[src/rtl/fifo_reader_pkg.sv]
// Shared definitions for the FIFO read-side agent: state encoding, buffer depth
// and the hold/watchdog counter sizing helper.
package fifo_reader_pkg;

    localparam logic IDLE = 1'b0;
    localparam logic ACK  = 1'b1;

    localparam int unsigned BUF_DEPTH = 2;

    typedef enum logic {
        StIdle = IDLE,
        StAck  = ACK
    } state_e;

    // Bits needed to count 0 .. max(rd_hold, timeout)-1, never less than one.
    function automatic int unsigned cnt_width(input int unsigned rd_hold,
                                              input int unsigned timeout);
        int unsigned m;
        m = (rd_hold > timeout) ? rd_hold : timeout;
        return (m > 2) ? $clog2(m) : 1;
    endfunction

endpackage

[src/rtl/fifo_reader_buf.sv]
// Two-entry in-order valid/ready buffer. Entry 0 is always the head, so the
// head word comes straight from a register. Push and pop in the same cycle are
// accepted even when full.
module fifo_reader_buf
    import fifo_reader_pkg::*;
#(
    parameter int unsigned BUS_WIDTH = 16
) (
    input  logic                 clk,
    input  logic                 rst_n,
    input  logic                 push,
    input  logic [BUS_WIDTH-1:0] push_data,
    input  logic                 pop,
    output logic [BUS_WIDTH-1:0] head,
    output logic [1:0]           count,
    output logic                 not_full
);

    logic [BUS_WIDTH-1:0] mem0_q;
    logic [BUS_WIDTH-1:0] mem1_q;
    logic [1:0]           count_q;
    logic                 pop_eff;
    logic                 push_eff;

    assign pop_eff  = pop && (count_q != 2'd0);
    // Space is judged after this cycle's pop so a full buffer can refill at once.
    assign not_full = (count_q < 2'(BUF_DEPTH)) || pop_eff;
    assign push_eff = push && not_full;

    // Shift/insert entries on push and pop.
    always_ff @(posedge clk or negedge rst_n) begin
        if (!rst_n) begin
            mem0_q  <= '0;
            mem1_q  <= '0;
            count_q <= 2'd0;
        end else begin
            unique case ({push_eff, pop_eff})
                2'b10: begin
                    if (count_q == 2'd0) mem0_q <= push_data;
                    else                 mem1_q <= push_data;
                    count_q <= count_q + 2'd1;
                end
                2'b01: begin
                    if (count_q == 2'd2) mem0_q <= mem1_q;
                    count_q <= count_q - 2'd1;
                end
                2'b11: begin
                    if (count_q == 2'd1) begin
                        mem0_q <= push_data;
                    end else begin
                        mem0_q <= mem1_q;
                        mem1_q <= push_data;
                    end
                end
                default: ;
            endcase
        end
    end

    assign head  = mem0_q;
    assign count = count_q;

endmodule

[src/rtl/fifo_reader.sv]
// Read-side agent for the 1-word clock-crossing FIFO. Captures a word when the
// FIFO reports non-empty, holds fifo_rd high until the FIFO drains (at least
// RD_HOLD cycles) and streams captured words out on dout/dout_valid/dout_ready.
// Optional ACK watchdog: define FIFO_READER_TIMEOUT_EN.
module fifo_reader
    import fifo_reader_pkg::*;
#(
    parameter int unsigned BUS_WIDTH = 16,
    parameter int unsigned RD_HOLD   = 2,
    parameter int unsigned TIMEOUT   = 64
) (
    input  logic                 clk,
    input  logic                 rst_n,
    input  logic [BUS_WIDTH-1:0] fifo_dataout,
    input  logic                 fifo_empty,
    output logic                 fifo_rd,
    output logic [BUS_WIDTH-1:0] dout,
    output logic                 dout_valid,
    input  logic                 dout_ready,
    output logic [15:0]          words_rcvd,
    output logic                 timeout_err
);

    if (RD_HOLD < 1 || TIMEOUT < RD_HOLD + 1) begin : g_bad_cfg
        $error("fifo_reader: need RD_HOLD >= 1 and TIMEOUT >= RD_HOLD + 1");
    end

`ifdef FIFO_READER_TIMEOUT_EN
    localparam int unsigned    CntW     = cnt_width(RD_HOLD, TIMEOUT);
    localparam logic [CntW-1:0] ToLast  = CntW'(TIMEOUT - 1);
    localparam logic [CntW-1:0] CntLast = ToLast;
`else
    localparam int unsigned    CntW     = cnt_width(RD_HOLD, 1);
    localparam logic [CntW-1:0] CntLast = CntW'(RD_HOLD - 1);
`endif
    localparam logic [CntW-1:0] HoldLast = CntW'(RD_HOLD - 1);

    state_e          state_q;
    logic [CntW-1:0] cnt_q;
    logic            fifo_rd_q;
    logic [15:0]     words_q;
    logic            buf_not_full;
    logic [1:0]      buf_count;
    logic            capture;
    logic            pop;

    assign pop     = dout_valid && dout_ready;
    // Only IDLE captures, so a late empty flag during ACK cannot double-push.
    assign capture = (state_q == StIdle) && !fifo_empty && buf_not_full;

`ifdef FIFO_READER_TIMEOUT_EN
    logic timeout_q;
`endif

    // Handshake FSM with hold counter, word counter and optional watchdog.
    always_ff @(posedge clk or negedge rst_n) begin
        if (!rst_n) begin
            state_q   <= StIdle;
            cnt_q     <= '0;
            fifo_rd_q <= 1'b0;
            words_q   <= 16'd0;
`ifdef FIFO_READER_TIMEOUT_EN
            timeout_q <= 1'b0;
`endif
        end else begin
            unique case (state_q)
                StIdle: begin
                    if (capture) begin
                        words_q   <= words_q + 16'd1;
                        fifo_rd_q <= 1'b1;
                        cnt_q     <= '0;
                        state_q   <= StAck;
                    end
                end
                StAck: begin
                    // Saturate; only the >= comparison matters once past the hold.
                    if (cnt_q != CntLast) cnt_q <= cnt_q + CntW'(1);
                    if (fifo_empty && (cnt_q >= HoldLast)) begin
                        fifo_rd_q <= 1'b0;
                        state_q   <= StIdle;
                    end
`ifdef FIFO_READER_TIMEOUT_EN
                    else if (!fifo_empty && (cnt_q == ToLast)) begin
                        // Captured word stays in the buffer; only the handshake is abandoned.
                        timeout_q <= 1'b1;
                        fifo_rd_q <= 1'b0;
                        state_q   <= StIdle;
                    end
`endif
                end
            endcase
        end
    end

    fifo_reader_buf #(
        .BUS_WIDTH (BUS_WIDTH)
    ) u_buf (
        .clk       (clk),
        .rst_n     (rst_n),
        .push      (capture),
        .push_data (fifo_dataout),
        .pop       (pop),
        .head      (dout),
        .count     (buf_count),
        .not_full  (buf_not_full)
    );

    assign dout_valid = (buf_count != 2'd0);
    assign fifo_rd    = fifo_rd_q;
    assign words_rcvd = words_q;

`ifdef FIFO_READER_TIMEOUT_EN
    assign timeout_err = timeout_q;
`else
    assign timeout_err = 1'b0;
`endif

endmodule

[config.mk]
export PLATFORM = sky130hd
export DESIGN_NAME = fifo_reader
export DESIGN_NICKNAME = d
export VERILOG_FILES = /design/src/rtl/fifo_reader_pkg.sv /design/src/rtl/fifo_reader_buf.sv /design/src/rtl/fifo_reader.sv
export SDC_FILE = /design/constraint.sdc
export NUM_CORES = 1
export LEC_CHECK = 0
export ABC_AREA = 1
export BUFFER_PORTS_ARGS = -buffer_cell sky130_fd_sc_hd__buf_2
export CAP_MARGIN = 0
export CORE_MARGIN = 5
export CORE_UTILIZATION = 49
export DETAILED_ROUTE_END_ITERATION = 7
export GPL_ROUTABILITY_DRIVEN = 0
export GPL_TIMING_DRIVEN = 0
export PLACE_DENSITY = 0.8
export SKIP_LAST_GASP = 1
export SYNTH_ARGS = -nofsm -noshare
export SYNTH_HDL_FRONTEND = slang
export SYNTH_SLANG_ARGS = --single-unit
[constraint.sdc]
create_clock -name clk -period 2.05 [get_ports clk]
set_input_delay 0 -clock clk [delete_from_list [all_inputs] [get_ports clk]]
set_output_delay 0 -clock clk [all_outputs]
set_load 0.005 [all_outputs]
* Yosys cells after proc, flatten, opt, wreduce, memory -nomap -nowiden *
Index checks and enable logic that the tools add are counted.
Widths: inputs -> output; s select.

storage, ports and cells
  logic and storage cells = 59
  register bits after elaboration = 53

operators by class
  add/subtract/negate cells = 4
  muxes and demuxes = 17
  reduce and logical (&&, ||, !) cells = 17
  equality and inequality tests = 11
  bitwise logic cells = 1
  $lt $le $gt $ge = 2

operators by type and width
  cell                   number
  $mux 16                5
  $pmux 16 s3            1
  $pmux 16 s2            1
  $add 16x1->16 const B  1
  $ne 2x1->1 const B     4
  $eq 2x2->1 const B     3
  $logic_and 1x1->1      6
  $mux 1                 6
  $pmux 1 s2             3
  $reduce_and 3->1       2
  $reduce_bool 2->1      3
  $eq 2x1->1 const B     2
  $ne 2x2->1 const B     2
  $pmux 2 s2             1
  $reduce_and 2->1       2
  $reduce_bool 3->1      1
  $add 2x1->2 const B    1
  $logic_not 2->1        1
  $lt 2x2->1 const B     1
  $sub 2x1->2 const B    1
  $add 1x1->1 const B    1
  $ge 1x1->1 const B     1
  $logic_not 1->1        1
  $logic_or 1x1->1       1
  $not 1->1              1

* Logic depth before layout (Yosys ltp) *
Gate-level depths: netlist of the first run.

  word-level depth = 9
  mapped depth = 16
  depth with buffers taken out = 15

* Cells and area by module *
Synthesis of the first run repeated with hierarchy kept, for this count alone.

unflattened totals
  cells, all modules = 365
  area, all modules = 2836.5 um^2

by module, submodules not included
  module           cells an instance  instances  area each (um^2)
  fifo_reader_buf  254                1          1859.3
  fifo_reader      111                1          977.2

* Worst setup path before layout of the first run *
OpenSTA, ideal clock, no wires.

  kind = flip-flop to flip-flop
  start = register u_buf.count_q[1], in the netlist u_buf.count[1]
  end = register u_buf.mem1_q[0]
  arrival time = 2050 ps
  library setup time = 130 ps
  cell stages (with the launch flop) = 14
  period minus slack after synthesis = 2180 ps
  path slack = -130 ps
  required time = 1920 ps
  cells stage by stage = dfrtp_1 inv_1 ha_1 inv_2 nand2_2 nand2_4 nand2_4 inv_1 ha_1 inv_2 nor2_1 o21ai_2 clkbuf_1 o21ai_0

between the ends
  word-level cells in the longest chain between the ends = 9

RTL lines
  item                                                       line                   text
  from (decl)                                                fifo_reader_buf.sv:21  logic [1:0] count_q;
  from (signal assigned)                                     fifo_reader_buf.sv:41  count_q <= count_q + 2'd1;
  from (signal assigned)                                     fifo_reader_buf.sv:45  count_q <= count_q - 2'd1;
  $reduce_bool 2->1 *                                        fifo_reader.sv:108     assign dout_valid = (buf_count != 2'd0);
  via dout_valid                                             fifo_reader.sv:18      output logic dout_valid,
  $logic_and 1x1->1                                          fifo_reader.sv:47      assign pop = dout_valid && dout_ready;
  $logic_and 1x1->1 *                                        fifo_reader_buf.sv:25  assign pop_eff = pop && (count_q != 2'd0);
  $logic_or 1x1->1                                           fifo_reader_buf.sv:27  assign not_full = (count_q < 2'(BUF_DEPTH)) || pop_eff;
  $logic_and 1x1->1                                          fifo_reader.sv:49      assign capture = (state_q == StIdle) && !fifo_empty && buf_not_full;
  $logic_and 1x1->1                                          fifo_reader_buf.sv:28  assign push_eff = push && not_full;
  $eq 2x2->1                                                 fifo_reader_buf.sv:37  unique case ({push_eff, pop_eff})
  $ne 2x2->1 (no line) or $reduce_bool 2->1 (tied branches)  n/a
  $reduce_and 3->1 (no line)                                 n/a
  to (signal assigned)                                       fifo_reader_buf.sv:40  else mem1_q <= push_data;
  to (signal assigned)                                       fifo_reader_buf.sv:52  mem1_q <= push_data;
  to (decl)                                                  fifo_reader_buf.sv:20  logic [BUS_WIDTH-1:0] mem1_q;

The timed path passes the listed nets; every way through them passes the cells marked *.
A chain may end at the register's enable or synchronous reset.

* Final worst setup path of the first run *
  start = register u_buf.count_q[1], in the netlist u_buf.count[1]
  end = register u_buf.mem1_q[10]

between the ends
  word-level cells in the longest chain between the ends = 9

RTL lines
  item                                                       line
  $reduce_bool 2->1                                          fifo_reader_buf.sv:25, fifo_reader.sv:108
  $logic_and 1x1->1                                          fifo_reader.sv:47
  $logic_and 1x1->1                                          fifo_reader_buf.sv:25
  $logic_or 1x1->1                                           fifo_reader_buf.sv:27
  $logic_and 1x1->1                                          fifo_reader.sv:49
  $logic_and 1x1->1                                          fifo_reader_buf.sv:28
  $eq 2x2->1                                                 fifo_reader_buf.sv:37
  $ne 2x2->1 (no line) or $reduce_bool 2->1 (tied branches)  n/a
  $reduce_and 3->1 (no line)                                 n/a

Parallel ways exist; a longest one is shown, timed or not.

==> out/qor.log, run 1 <==
INFO  worst_hold_path timing.hold.worst.class=in -> reg
INFO  yosys          ys_seq_elements=53
INFO  timing         report.final.slew_viol_count=0
INFO  yosys          synth.cells.most_frequent=109 x sky130_fd_sc_hd__nand2_1, 53 x sky130_fd_sc_hd__dfrtp_1, 40 x sky130_fd_sc_hd__inv_1, 26 x sky130_fd_sc_hd__nand3_1, 26 x sky130_fd_sc_hd__o21ai_0
INFO  setup_path     critical_path.max_stage_delay=0.43ns
INFO  global_route   largest_net_degree_at_the_start_of_global_routing=54
INFO  global_route   groute.usage.overall=18.9%
INFO  final_layout   stdcell_count=501
INFO  detailed_routing drt_pass1_iterations=5
INFO  setup_path     critical_path_peak_fanout=8
INFO  setup_path     critical_path.slowest_cell=sky130_fd_sc_hd__dfrtp_2
INFO  yosys          synth_area=2710µm²
INFO  clocking       htreeDepth=2
INFO  global_route   grt_remaining_overflow=0
INFO  power          power_density=1230nW/µm²
INFO  clocking       cts.sinks=53
INFO  setup_path     critPathRequiredTime=2.23ns
INFO  setup_path     worst-path-buf-inv=6
INFO  final_layout   final_layout_size_suffix_gt1_share=28.2%
INFO  timing         achievable-frequency=0.496GHz
INFO  yosys          number_of_synthesized_flops_with_an_enable_pin=0
INFO  setup_path     crit_path_start_kind=register
INFO  floorplanning  die_area=7120µm²
INFO  yosys          post_synth_num_cell_types=30
INFO  yosys          synth.most_common_cell=sky130_fd_sc_hd__nand2_1
INFO  clocking       cts_tree=built
INFO  setup_path     crit_arrival=2.20ns
INFO  floorplanning  placementRows=27
INFO  global_route   antenna_violations_before_repair=0
INFO  yosys          synth_area_leader_cell=sky130_fd_sc_hd__dfrtp_1
INFO  clocking       root_buffer=sky130_fd_sc_hd__clkbuf_8
INFO  global_route   grt_pass1_wl=11,200µm
INFO  status         run_status=finished, final reports clean
INFO  final_layout   final_core_utilization=67.3%
INFO  final_layout   antenna-diode-count=0
INFO  timing         tightest_slew=1.19ns
INFO  yosys          ys.warnings.count=0
INFO  yosys          netlist.area_leader.share=48.9%
INFO  placed_design  place_inst=456
INFO  clocking       insertion_delay=0.31ns
INFO  timing         fin_tns_setup=0ns
INFO  yosys          netlist_instances=331
INFO  detailed_routing final_antenna_net_count=0
INFO  detailed_routing wl=6820µm
INFO  floorplanning  floorplan.io_pins=55
INFO  yosys          syn-mean-instance-area=8.20µm²
INFO  timing         final_period_minus_worst_setup_slack=2.02ns
INFO  yosys          postSynth.topFlopCell=sky130_fd_sc_hd__dfrtp_1
INFO  setup_path     path_class=reg -> reg
INFO  yosys          asyncSetResetFlopFracSynth=100%
INFO  detailed_routing drc_errors=0
INFO  setup_path     crit_path_end_kind=register
INFO  final_layout   area_growth_syn_to_layout=35.0%
INFO  clocking       tritoncts_buffers=5
INFO  global_route   first_global_vias=2,471
INFO  clocking       clock_slew_at_reported_path_ffs=0.11ns
INFO  floorplanning  die_width=84.4µm
INFO  setup_path     cells_along_the_critical_path=inv_2 -> ha_4 -> inv_2 -> nand2_4 -> nand2_8 -> nand2_8 -> inv_8 -> ha_4 -> inv_4 -> nor2_1 -> o21ai_2 -> buf_6 -> clkbuf_8 -> o21ai_0
INFO  detailed_routing dr.first_iter.drc_count=142
INFO  detailed_routing wl_per_cell=13.6µm
INFO  final_layout   layout.nets=456
INFO  placed_design  place.port_buffers=53
INFO  floorplanning  placeableCoreArea=5440µm²
INFO  yosys          synth_fp_nets=359
INFO  placed_design  post-dp-hpwl=4290µm
INFO  timing         fin_skew=0.0125ns
INFO  flow_run       cap_viol_max_count=0
INFO  setup_path     cp_top_family=buffers and inverters
INFO  timing         final.hold.worst_slack=0.225ns
INFO  timing         worst_slew_margin_rel=20.8%
INFO  yosys          ys_top_cells_by_area=sky130_fd_sc_hd__dfrtp_1 49%, sky130_fd_sc_hd__nand2_1 15%, sky130_fd_sc_hd__inv_1 5.5%, sky130_fd_sc_hd__nand3_1 4.8%, sky130_fd_sc_hd__o21ai_0 4.8%
INFO  timing         final_hold_vio_count=0
INFO  power          power_consumption=4490µW
INFO  power          total_leakage_power=0.00193µW
INFO  floorplanning  initial_utilization=49.9%
INFO  timing         setup_violation_total_in_the_final_timing_report=0
INFO  final_layout   num-fill-cells=462
INFO  floorplanning  die_height=84.4µm
INFO  detailed_routing vias_per_cell=5.02
INFO  power          vdd.ir_drop.worst=0.650mV
INFO  timing         layout_worst_path_cycle_share=98.3%
INFO  clocking       clk_path_buf_depth=2
INFO  detailed_routing route.vias.total=2,517
INFO  yosys          synth-seq-area-share=48.9%
where the power goes:
group | internal (µW) | total [µW] | switching [µW]
combinational | 1010 | 2190 | 1180
sequential | 1440 | 1680 | 242
clock | 250 | 618 | 368
total | 2700 | 4490 | 1790
registers in the layout (all words and copies together) (netlist names):
register and count:
fifo_rd 1, u_buf.head 16, state_q 1, cnt_q 1
u_buf.count 2, u_buf.mem1_q 16, words_rcvd 16
cells in the final DEF, fill, tap and decap left out, types with 4 or more instances in the layout:
cell                            count
sky130_fd_sc_hd__buf_2             53
sky130_fd_sc_hd__buf_4             19
sky130_fd_sc_hd__buf_8              4
sky130_fd_sc_hd__clkbuf_8           6
sky130_fd_sc_hd__dfrtp_1           52
sky130_fd_sc_hd__dlygate4sd3_1     18
sky130_fd_sc_hd__ha_1               4
sky130_fd_sc_hd__inv_1             35
sky130_fd_sc_hd__inv_2              5
sky130_fd_sc_hd__nand2_1          109
sky130_fd_sc_hd__nand3_1           26
sky130_fd_sc_hd__nand4_1            5
sky130_fd_sc_hd__nor2_1            11
sky130_fd_sc_hd__nor2_4             4
sky130_fd_sc_hd__o21ai_0           17
sky130_fd_sc_hd__o21ai_1           19
path summary, 6_finish.rpt:
| kind | depth (start not counted) | slack [ns] | from | endpoint |
|---|---|---|---|---|
| max | 14 | 0.03 | u_buf.count[1]$_DFFE_PN0P_ | u_buf.mem1_q[10]$_DFFE_PN0P_ |
| min | 7 | 0.23 | dout_ready | u_buf.head[11]$_DFFE_PN0P_ |
| max reg2reg | 14 | 0.03 | u_buf.count[1]$_DFFE_PN0P_ | u_buf.mem1_q[10]$_DFFE_PN0P_ |
| min reg2reg | 2 | 0.48 | u_buf.head[7]$_DFFE_PN0P_ | u_buf.head[7]$_DFFE_PN0P_ |
| max in group asynchronous | 2 | 0.79 | rst_n | u_buf.count[1]$_DFFE_PN0P_ |
| min in group asynchronous | 2 | 0.47 | rst_n | u_buf.head[11]$_DFFE_PN0P_ |
tightest hold or removal path, delay by kind of cell:
kind                   cells  cell delay, ns
AOI/OAI and AO/OA          1            0.05
buffers and inverters      2            0.17
and+or+nand+nor            4            0.27
per-layer routing:
metal | GRT usage, % | share of wire, % | vias to the layer above | wire [µm]
met3 | 5.30 | 6.7 | 10 | 460
met2 | 31.3 | 52 | 102 | 3550
met1 | 24.2 | 40 | 1173 | 2700
met4 | 5.76 | 1.6 | 0 | 106
met5 | 0 | 0 | - | 0
li1 | - | - | 1232 | -
kinds of logic (layout without fill, tap and decap cells):
group	after synthesis	in the layout	synth area share [%]
AOI/OAI and AO/OA	42	42	9.13
xor gates and xnor gates	5	5	1.61
adders and majority gates	8	8	3.69
buffers and inverters	53	151	8.44
DFF	53	53	48.9
other	1	1	0.138
and+or+nand+nor	169	169	28.1
final cells by class:
type,instances,area (µm²),share of cell area (%)
Buffer,9,108,2.94
Clock buffer,5,68.8,1.88
Clock inverter,3,26.3,0.717
Inverter,44,183,4.99
Multi-Input combinational cell,225,1230,33.7
Sequential cell,53,1330,36.2
Tap cell,72,90.1,2.46
Timing Repair Buffer,90,627,17.1
stage by stage:
| stage | instance area [µm²] | setup slack [ns] |
|---|---|---|
| after floorplan | 2740 | 0.00361 |
| after global placement | 3090 | -0.300 |
| after detailed placement | 3090 | -0.350 |
| after CTS | 3490 | 0.00117 |
| after global routing | 3660 | -0.0662 |
| final | 3660 | 0.0344 |
timing repair:
item,CTS,global route
endpoints found under the setup margin,32,32
gates resized for setup,14,29
setup buffers,9,7
gates cloned,1,2
pin swaps,4,7
hold endpoints to repair,70,0
hold buffers,18,0
(Power assumes the default switching activity.)
==> inputs of run 2 (changes only) <==
--- a/config.mk
+++ b/config.mk
@@ -11,4 +11,5 @@
 export CORE_MARGIN = 5
 export CORE_UTILIZATION = 49
+export CTS_BUF_LIST = sky130_fd_sc_hd__clkbuf_4 sky130_fd_sc_hd__clkbuf_8 sky130_fd_sc_hd__clkbuf_16
 export DETAILED_ROUTE_END_ITERATION = 7
 export GPL_ROUTABILITY_DRIVEN = 0
@@ -16,4 +17,5 @@
 export PLACE_DENSITY = 0.8
 export SKIP_LAST_GASP = 1
+export SLEW_MARGIN = 20
 export SYNTH_ARGS = -nofsm -noshare
 export SYNTH_HDL_FRONTEND = slang
==> constraint.sdc (replaced) <==
create_clock -name clk -period 2.05 [get_ports clk]
set_input_delay 0.205 -clock clk [delete_from_list [all_inputs] [get_ports clk]]
set_output_delay 0.205 -clock clk [all_outputs]
set_load 0.005 [all_outputs]
==> run 2 against run 1 <==
Effect of this change: power fell by 3.6%; via count decreased by 4.9%; core utilization shrank 4.2 points; count of clock-buffer cells in the layout did not move; cell area decreased by 6.3%; setup slack better by 0.010 ns; combinational power shrank 7%; first-iteration DRC count increased by 13%; clock power about the same; non-clock buffer count down 20; sequential share of layout area rose by 2.4 points; sequential power barely moved.
==> out/qor.log, run 2 (synthesized netlist as in run 1, its figures left out) <==
INFO  floorplanning  die_area=7120µm² [unchanged]
INFO  detailed_routing dr.first_iter.drc_count=161 [+13%]
INFO  status         run_status=finished, final reports clean
INFO  placed_design  place.port_buffers=53 [unchanged]
INFO  detailed_routing wl_per_cell=12.9µm [-5.2%]
INFO  global_route   largest_net_degree_at_the_start_of_global_routing=54 [unchanged]
INFO  detailed_routing wl=6210µm [-8.9%]
INFO  global_route   gr-usage-met3=4.91% [-0.39 points]
INFO  final_layout   most_frequent_cells_in_the_layout=108 x sky130_fd_sc_hd__nand2_1, 53 x sky130_fd_sc_hd__buf_2, 53 x sky130_fd_sc_hd__dfrtp_1
INFO  setup_path     cp-startpoint=u_buf.count[0]$_DFFE_PN0P_
INFO  floorplanning  die_width=84.4µm [unchanged]
INFO  worst_hold_path hold_path_startpoint=fifo_dataout[1]
INFO  floorplanning  placeableCoreArea=5440µm² [unchanged]
INFO  setup_path     critPathRequiredTime=2.29ns [+0.06 ns]
INFO  floorplanning  placementRows=27 [unchanged]
INFO  placed_design  post-dp-hpwl=4300µm [+0.13%]
INFO  final_layout   antenna-diode-count=0 [unchanged]
INFO  timing         final_hold_vio_count=0 [unchanged]
INFO  setup_path     crit_path_end_kind=register
INFO  power          power_density=1260nW/µm² [+2.9%]
INFO  detailed_routing route.vias.total=2,393 [-4.9%]
INFO  clocking       insertion_delay=0.31ns [about the same]
INFO  final_layout   final_core_utilization=63.1% [-4.2 points]
INFO  clocking       root_buffer=sky130_fd_sc_hd__clkbuf_8
INFO  timing         final_period_minus_worst_setup_slack=2.01ns [-0.0104 ns]
INFO  timing         report.final.slew_viol_count=0 [unchanged]
INFO  global_route   first_global_vias=2,345 [-5.1%]
INFO  final_layout   layout.nets=436 [-4.4%]
INFO  power          vdd.ir_drop.worst=0.640mV [-1.5%]
INFO  worst_hold_path timing.hold.worst.class=in -> reg
INFO  clocking       clock_slew_at_reported_path_ffs=0.11ns [about the same]
INFO  floorplanning  floorplan.io_pins=55 [unchanged]
INFO  setup_path     critical_path_peak_fanout=11 [+3]
INFO  clocking       clk_path_buf_depth=2 [unchanged]
INFO  setup_path     cp_top_family=buffers and inverters
INFO  detailed_routing final_antenna_net_count=0 [unchanged]
INFO  setup_path     cells_along_the_critical_path=inv_2 -> ha_4 -> inv_2 -> nand2_4 -> inv_6 -> buf_8 -> ha_4 -> inv_2 -> nor2_2 -> o21ai_2 -> buf_6 -> buf_8 -> nand2_1 -> o21ai_1
INFO  timing         tightest_slew=0.665ns [-0.523 ns]
INFO  setup_path     critPathMostFrequentCell=sky130_fd_sc_hd__inv_2
INFO  global_route   grt_most_used_layer=met2
INFO  final_layout   final_layout_size_suffix_gt1_share=28.9% [+0.65 points]
INFO  detailed_routing vias_per_cell=4.98 [-0.97%]
INFO  global_route   antenna_violations_before_repair=0 [unchanged]
INFO  timing         fin_tns_setup=0ns [unchanged]
INFO  global_route   grt_remaining_overflow=0 [unchanged]
INFO  timing         fin_skew=0.0160ns [+0.00347 ns]
INFO  clocking       tritoncts_buffers=5 [unchanged]
INFO  clocking       htreeDepth=2 [unchanged]
INFO  timing         setup_violation_total_in_the_final_timing_report=0 [unchanged]
INFO  global_route   groute.layer.met1.usage=23.4% [-0.86 points]
INFO  floorplanning  initial_utilization=49.9% [unchanged]
INFO  setup_path     crit_path_start_kind=register
INFO  setup_path     worst-path-buf-inv=7 [+1]
INFO  timing         layout_worst_path_cycle_share=97.8% [-0.51 points]
INFO  global_route   met2_usage=30.1% [-1.2 points]
INFO  setup_path     path_class=reg -> reg
INFO  timing         worst_slew_margin_rel=55.7% [+35 points]
INFO  timing         rsz0062_at_grt=true
INFO  final_layout   layout_commonest_cell=sky130_fd_sc_hd__nand2_1
INFO  setup_path     critical_path.max_stage_delay=0.40ns [-0.03 ns]
INFO  global_route   grt_pass1_wl=10,700µm [-4.7%]
INFO  setup_path     critical_path.slowest_cell=sky130_fd_sc_hd__dfrtp_1
INFO  global_route   groute.usage.overall=18.0% [-0.90 points]
INFO  flow_run       cap_viol_max_count=0 [unchanged]
INFO  power          total_leakage_power=0.00182µW [-5.4%]
INFO  setup_path     crit_arrival=2.25ns [+0.05 ns]
INFO  timing         achievable-frequency=0.499GHz [+0.52%]
INFO  final_layout   area_growth_syn_to_layout=26.5%
INFO  detailed_routing drc_errors=0 [unchanged]
INFO  detailed_routing drt_pass1_iterations=4 [-1]
INFO  setup_path     timing.rr.start=u_buf.count[0]$_DFFE_PN0P_
INFO  clocking       cts_tree=built
INFO  clocking       cts.sinks=53 [unchanged]
INFO  floorplanning  die_height=84.4µm [unchanged]
==> run 2: cell count changes in the layout (fill, tap and decap cells not counted), moves of 2 or more <==
cell / previous run / this run
sky130_fd_sc_hd__dlygate4sd3_1: 18 / 1
sky130_fd_sc_hd__buf_4: 19 / 17
sky130_fd_sc_hd__clkbuf_16: 2 / 0
sky130_fd_sc_hd__o21ai_0: 17 / 15
sky130_fd_sc_hd__o21ai_1: 19 / 21
==> run 2: repair_timing <==
action,4_1_cts,5_1_grt
gates cloned,1,1
endpoints found under the setup margin,32,31
setup buffers,10,4
resized for setup,14,28
hold buffers,1,0
hold endpoints to repair,53,0
pin swaps,4,5
==> run 2: final timing paths <==
kind	to	slack (ns)	depth (start not counted)
max	u_buf.mem1_q[11]$_DFFE_PN0P_	0.04	14
min	u_buf.mem1_q[1]$_DFFE_PN0P_	0.14	3
max reg2reg	u_buf.mem1_q[11]$_DFFE_PN0P_	0.04	14
min reg2reg	u_buf.head[8]$_DFFE_PN0P_	0.48	2
max in group asynchronous	words_rcvd[4]$_DFFE_PN0P_	1.14	2
min in group asynchronous	u_buf.mem1_q[9]$_DFFE_PN0P_	0.46	2
==> run 2: layout make-up <==
type / count / area, µm²
buffer: 9 / 104
clock inverter: 3 / 26.3
sequential: 53 / 1330
multi-input combinational: 225 / 1240
tap: 72 / 90.1
inverter: 44 / 180
clock buffer: 5 / 68.8
fill: 493 / 2010
timing repair buffer: 70 / 399
==> run 2: per-layer routing <==
metal | wire, µm | up-vias
met3 | 425 | 7
met1 | 2580 | 1121
met5 | 0 | -
met2 | 3140 | 72
li1 | - | 1193
met4 | 65 | 0
==> run 2: worst reg2reg max path: stages (launching register included) <==
cell and delay, ns:
sky130_fd_sc_hd__dfrtp_1 0.40, sky130_fd_sc_hd__inv_2 0.09, sky130_fd_sc_hd__ha_4 0.16, sky130_fd_sc_hd__inv_2 0.05
sky130_fd_sc_hd__nand2_4 0.11, sky130_fd_sc_hd__inv_6 0.07, sky130_fd_sc_hd__buf_8 0.15, sky130_fd_sc_hd__ha_4 0.17
sky130_fd_sc_hd__inv_2 0.09, sky130_fd_sc_hd__nor2_2 0.05, sky130_fd_sc_hd__o21ai_2 0.14, sky130_fd_sc_hd__buf_6 0.15
sky130_fd_sc_hd__buf_8 0.13, sky130_fd_sc_hd__nand2_1 0.08, sky130_fd_sc_hd__o21ai_1 0.11
==> run 2: through the flow <==
| stage | hold WS [ns] | area (µm²) | instances | power, µW | worst slack (ns) |
|---|---|---|---|---|---|
| final | 0.137 | 3430 | 481 | 4330 | 0.0448 |
| after global routing | 0.153 | 3430 | 481 | 4680 | -0.0213 |
| after CTS | 0.147 | 3340 | 476 | 4170 | 0.0144 |
| after detailed placement | 0.285 | 3100 | 456 | 3330 | -0.349 |
| after global placement | 0.457 | 3090 | 456 | 3250 | -0.300 |
| after floorplan | -0.0906 | 2740 | 331 | 2780 | 0.00361 |
==> run 2: power breakdown <==
| part | internal [µW] | total (µW) | switching [µW] |
|---|---|---|---|
| Sequential | 1430 | 1660 | 231 |
| Combinational | 917 | 2040 | 1130 |
| Clock | 250 | 618 | 369 |
| Total | 2600 | 4330 | 1730 |
==> inputs of run 3 (changes only) <==
Clock period 2.05 ns to 1.8 ns, I/O delays scaled along.
==> run 3 against run 2 <==
Effect of this change: the run now ends with setup timing left; final cell count is 2.1% higher; via count is 4.4% higher; worst hold slack worse by 0.0075 ns; critical endpoint is now u_buf.mem1_q[9]$_DFFE_PN0P_; die area stayed put; highest routed layer unchanged; fmax is 5.9% higher; flip-flop and latch count stayed put; clock power is 33% higher; cell area is 9.9% higher.
==> out/qor.log, run 3 (synthesized netlist as in run 1, its figures left out) <==
INFO  setup_path     crit_path_start_kind=register
INFO  timing         tightest_slew=0.668ns [+0.00266 ns]
INFO  detailed_routing drt_pass1_iterations=4 [unchanged]
INFO  timing         fin_skew=0.00994ns [-0.00608 ns]
INFO  power          total_leakage_power=0.00195µW [+7.2%]
INFO  timing         setup_violation_total_in_the_final_timing_report=30 [+30]
INFO  clocking       cts_tree=built
INFO  final_layout   area_growth_syn_to_layout=39.0%
INFO  worst_hold_path holdPathStages=3 [unchanged]
INFO  worst_hold_path hold_path_startpoint=fifo_dataout[2]
INFO  setup_path     path_class=reg -> reg
INFO  floorplanning  initial_utilization=49.9% [unchanged]
INFO  final_layout   num-fill-cells=417 [-15%]
INFO  final_layout   layout.nets=446 [+2.3%]
INFO  setup_path     worstRegToRegCells=15 [+1]
INFO  clocking       clk_path_buf_depth=2 [unchanged]
INFO  global_route   grt_pass1_wl=11,400µm [+6.6%]
INFO  timing         layout_worst_path_cycle_share=105% [+7.4 points]
INFO  global_route   antenna_violations_before_repair=0 [unchanged]
INFO  timing         fin_tns_setup=-1.60ns [-1.60 ns]
INFO  power          power_consumption=5720µW [+32%]
INFO  final_layout   most_frequent_cells_in_the_layout=90 x sky130_fd_sc_hd__nand2_1, 52 x sky130_fd_sc_hd__dfrtp_1, 52 x sky130_fd_sc_hd__buf_2
INFO  status         run_status=complete, but fails checks
INFO  setup_path     critical_path.reg2reg.endpoint=u_buf.mem1_q[9]$_DFFE_PN0P_
INFO  clocking       tritoncts_buffers=5 [unchanged]
INFO  power          p_switching=2280µW [+32%]
INFO  final_layout   multiInputGateArea=1410µm² [+14%]
INFO  detailed_routing wl_per_cell=14.1µm [+9.4%]
INFO  timing         final_hold_vio_count=0 [unchanged]
INFO  timing         report.final.slew_viol_count=0 [unchanged]
INFO  final_layout   final_layout_size_suffix_gt1_share=40.1% [+11 points]
INFO  clocking       htreeDepth=2 [unchanged]
INFO  floorplanning  placeableCoreArea=5440µm² [unchanged]
INFO  power          power_frac_clock=14.4% [about the same]
INFO  power          cell_internal_pwr=3440µW [+32%]
INFO  clocking       insertion_delay=0.31ns [about the same]
INFO  global_route   grt_remaining_overflow=0 [unchanged]
INFO  placed_design  post-dp-hpwl=4290µm [-0.13%]
INFO  global_route   groute.usage.overall=19.1% [+1.1 points]
INFO  timing         rsz0062_at_grt=true
INFO  detailed_routing route.vias.total=2,498 [+4.4%]
INFO  power          vdd.ir_drop.worst=0.746mV [+17%]
INFO  floorplanning  placementRows=27 [unchanged]
INFO  setup_path     critical_path_peak_fanout=7 [-4]
INFO  placed_design  place.port_buffers=53 [unchanged]
INFO  timing         achievable-frequency=0.528GHz [+5.9%]
INFO  clocking       cts.sinks=53 [unchanged]
INFO  clocking       root_buffer=sky130_fd_sc_hd__clkbuf_8
INFO  floorplanning  floorplan.io_pins=55 [unchanged]
INFO  setup_path     setup.reg_to_reg.worst_slack=-0.09ns [-0.14 ns]
INFO  global_route   first_global_vias=2,520 [+7.5%]
INFO  detailed_routing vias_per_cell=5.09 [+2.3%]
INFO  setup_path     crit_arrival=2.12ns [-0.13 ns]
INFO  status         failed_checks=setup timing
INFO  detailed_routing dr.first_iter.drc_count=141 [-12%]
INFO  floorplanning  die_width=84.4µm [unchanged]
INFO  flow_run       cap_viol_max_count=0 [unchanged]
INFO  detailed_routing wl=6930µm [+12%]
INFO  power          power_density=1520nW/µm² [+20%]
INFO  power          comb_power_share=51.3% [+4.0 points]
INFO  worst_hold_path holdPathEnd=u_buf.mem1_q[2]$_DFFE_PN0P_
INFO  detailed_routing final_antenna_net_count=0 [unchanged]
INFO  power          pwr-share-seq=34.3% [-4.2 points]
INFO  final_layout   regArea=1330µm² [about the same]
INFO  floorplanning  die_area=7120µm² [unchanged]
INFO  setup_path     crit_path_end_kind=register
INFO  final_layout   layout_commonest_cell=sky130_fd_sc_hd__nand2_1
INFO  setup_path     timing.rr.start=u_buf.count[1]$_DFFE_PN0P_
INFO  worst_hold_path timing.hold.worst.class=in -> reg
INFO  global_route   largest_net_degree_at_the_start_of_global_routing=54 [unchanged]
INFO  timing         layout_setup_ws=-0.0933ns [-0.138 ns]
INFO  floorplanning  die_height=84.4µm [unchanged]
INFO  detailed_routing drc_errors=0 [unchanged]
INFO  final_layout   antenna-diode-count=0 [unchanged]
INFO  power          power.switching_fraction=39.8% [-0.089 points]
INFO  timing         worst_slew_margin_rel=55.5% [-0.18 points]
INFO  clocking       clock_slew_at_reported_path_ffs=0.10ns [about the same]
INFO  setup_path     critPathRequiredTime=2.03ns [-0.26 ns]
INFO  timing         final_period_minus_worst_setup_slack=1.89ns [-0.112 ns]
[run 3: cell count changes in the layout (fill, tap and decap cells not counted), moves of 7 or more]
cell                      previous run  this run
sky130_fd_sc_hd__nand2_2             3        17
sky130_fd_sc_hd__o21ai_2             1        15
sky130_fd_sc_hd__buf_6               3        10
sky130_fd_sc_hd__nand2_1           108        90
sky130_fd_sc_hd__o21ai_0            15         6
[run 3: final cells by class]
type                       instances  share of cell area, %
inverter                          44                   4.98
timing repair buffer              80                   14.1
multi-input combinational        225                   37.3
buffer                             9                   2.95
sequential                        53                   35.2
clock buffer                       5                   1.82
tap                               72                   2.39
clock inverter                     3                   1.23
[run 3: how the worst max path moves through the flow]
| stage | to | startpoint | depth (start not counted) | slack, ns |
|---|---|---|---|---|
| after floorplan | u_buf.head[0]$_DFFE_PN0P_ | u_buf.count[1]$_DFFE_PN0P_ | 13 | -0.14 |
| after global placement | u_buf.head[0]$_DFFE_PN0P_ | u_buf.count[1]$_DFFE_PN0P_ | 13 | -0.40 |
| after detailed placement | u_buf.head[4]$_DFFE_PN0P_ | u_buf.count[1]$_DFFE_PN0P_ | 13 | -0.43 |
| after global routing | u_buf.head[12]$_DFFE_PN0P_ | u_buf.count[0]$_DFFE_PN0P_ | 15 | -0.21 |
| final | u_buf.mem1_q[9]$_DFFE_PN0P_ | u_buf.count[1]$_DFFE_PN0P_ | 15 | -0.09 |
| after CTS | u_buf.head[4]$_DFFE_PN0P_ | u_buf.count[1]$_DFFE_PN0P_ | 13 | -0.06 |
[run 3: through the flow]
stage | cells | cell area (µm²) | utilization (%) | worst slack (ns) | hold slack (ns)
2_1_floorplan | 331 | 2830 | - | -0.142 | -0.116
3_3_place_gp | 456 | 3190 | 58.6 | -0.402 | 0.450
3_5_place_dp | 456 | 3190 | 58.6 | -0.433 | 0.259
4_1_cts | 485 | 3530 | 65.0 | -0.0568 | 0.112
5_1_grt | 491 | 3770 | 69.3 | -0.206 | 0.124
6_report | 491 | 3770 | 69.3 | -0.0933 | 0.129
[run 3: critical path: stages, from the launching register on]
cell	delay, ns
sky130_fd_sc_hd__dfrtp_2	0.42
sky130_fd_sc_hd__inv_2	0.08
sky130_fd_sc_hd__ha_4	0.15
sky130_fd_sc_hd__inv_4	0.05
sky130_fd_sc_hd__nand2_8	0.09
sky130_fd_sc_hd__nand2_8	0.07
sky130_fd_sc_hd__nand2_8	0.09
sky130_fd_sc_hd__inv_8	0.04
sky130_fd_sc_hd__ha_4	0.15
sky130_fd_sc_hd__inv_2	0.06
sky130_fd_sc_hd__nor2_4	0.04
sky130_fd_sc_hd__o21ai_2	0.13
sky130_fd_sc_hd__buf_6	0.17
sky130_fd_sc_hd__buf_6	0.14
sky130_fd_sc_hd__nand2_2	0.05
sky130_fd_sc_hd__o21ai_1	0.08
[run 3: what timing repair did]
action / 4_1_cts / 5_1_grt
cloned: 3 / 2
resized for setup: 24 / 55
endpoints found under the hold margin: 53 / 0
pin swaps: 9 / 9
hold buffers: 1 / 0
endpoints found under the setup margin: 32 / 32
setup buffers: 17 / 4
[run 3: per-layer routing]
metal | wire length [µm] | share of wire (%) | up-vias | track usage [%]
met2 | 3610 | 52 | 82 | 34.4
met4 | 85 | 1.2 | 0 | 5.18
met1 | 2860 | 41 | 1188 | 23.3
li1 | - | - | 1217 | -
met3 | 381 | 5.5 | 11 | 3.73
met5 | 0 | 0 | - | 0
[run 3: power by group through the flow]
stage | sequential, µW | combinational (µW) | clock [µW]
final | 1960 | 2940 | 824
after global routing | 2010 | 3190 | 901
after CTS | 1910 | 2480 | 840
after detailed placement | 1950 | 2010 | 0
after global placement | 1920 | 1940 | 0
after floorplan | 1930 | 1410 | 0
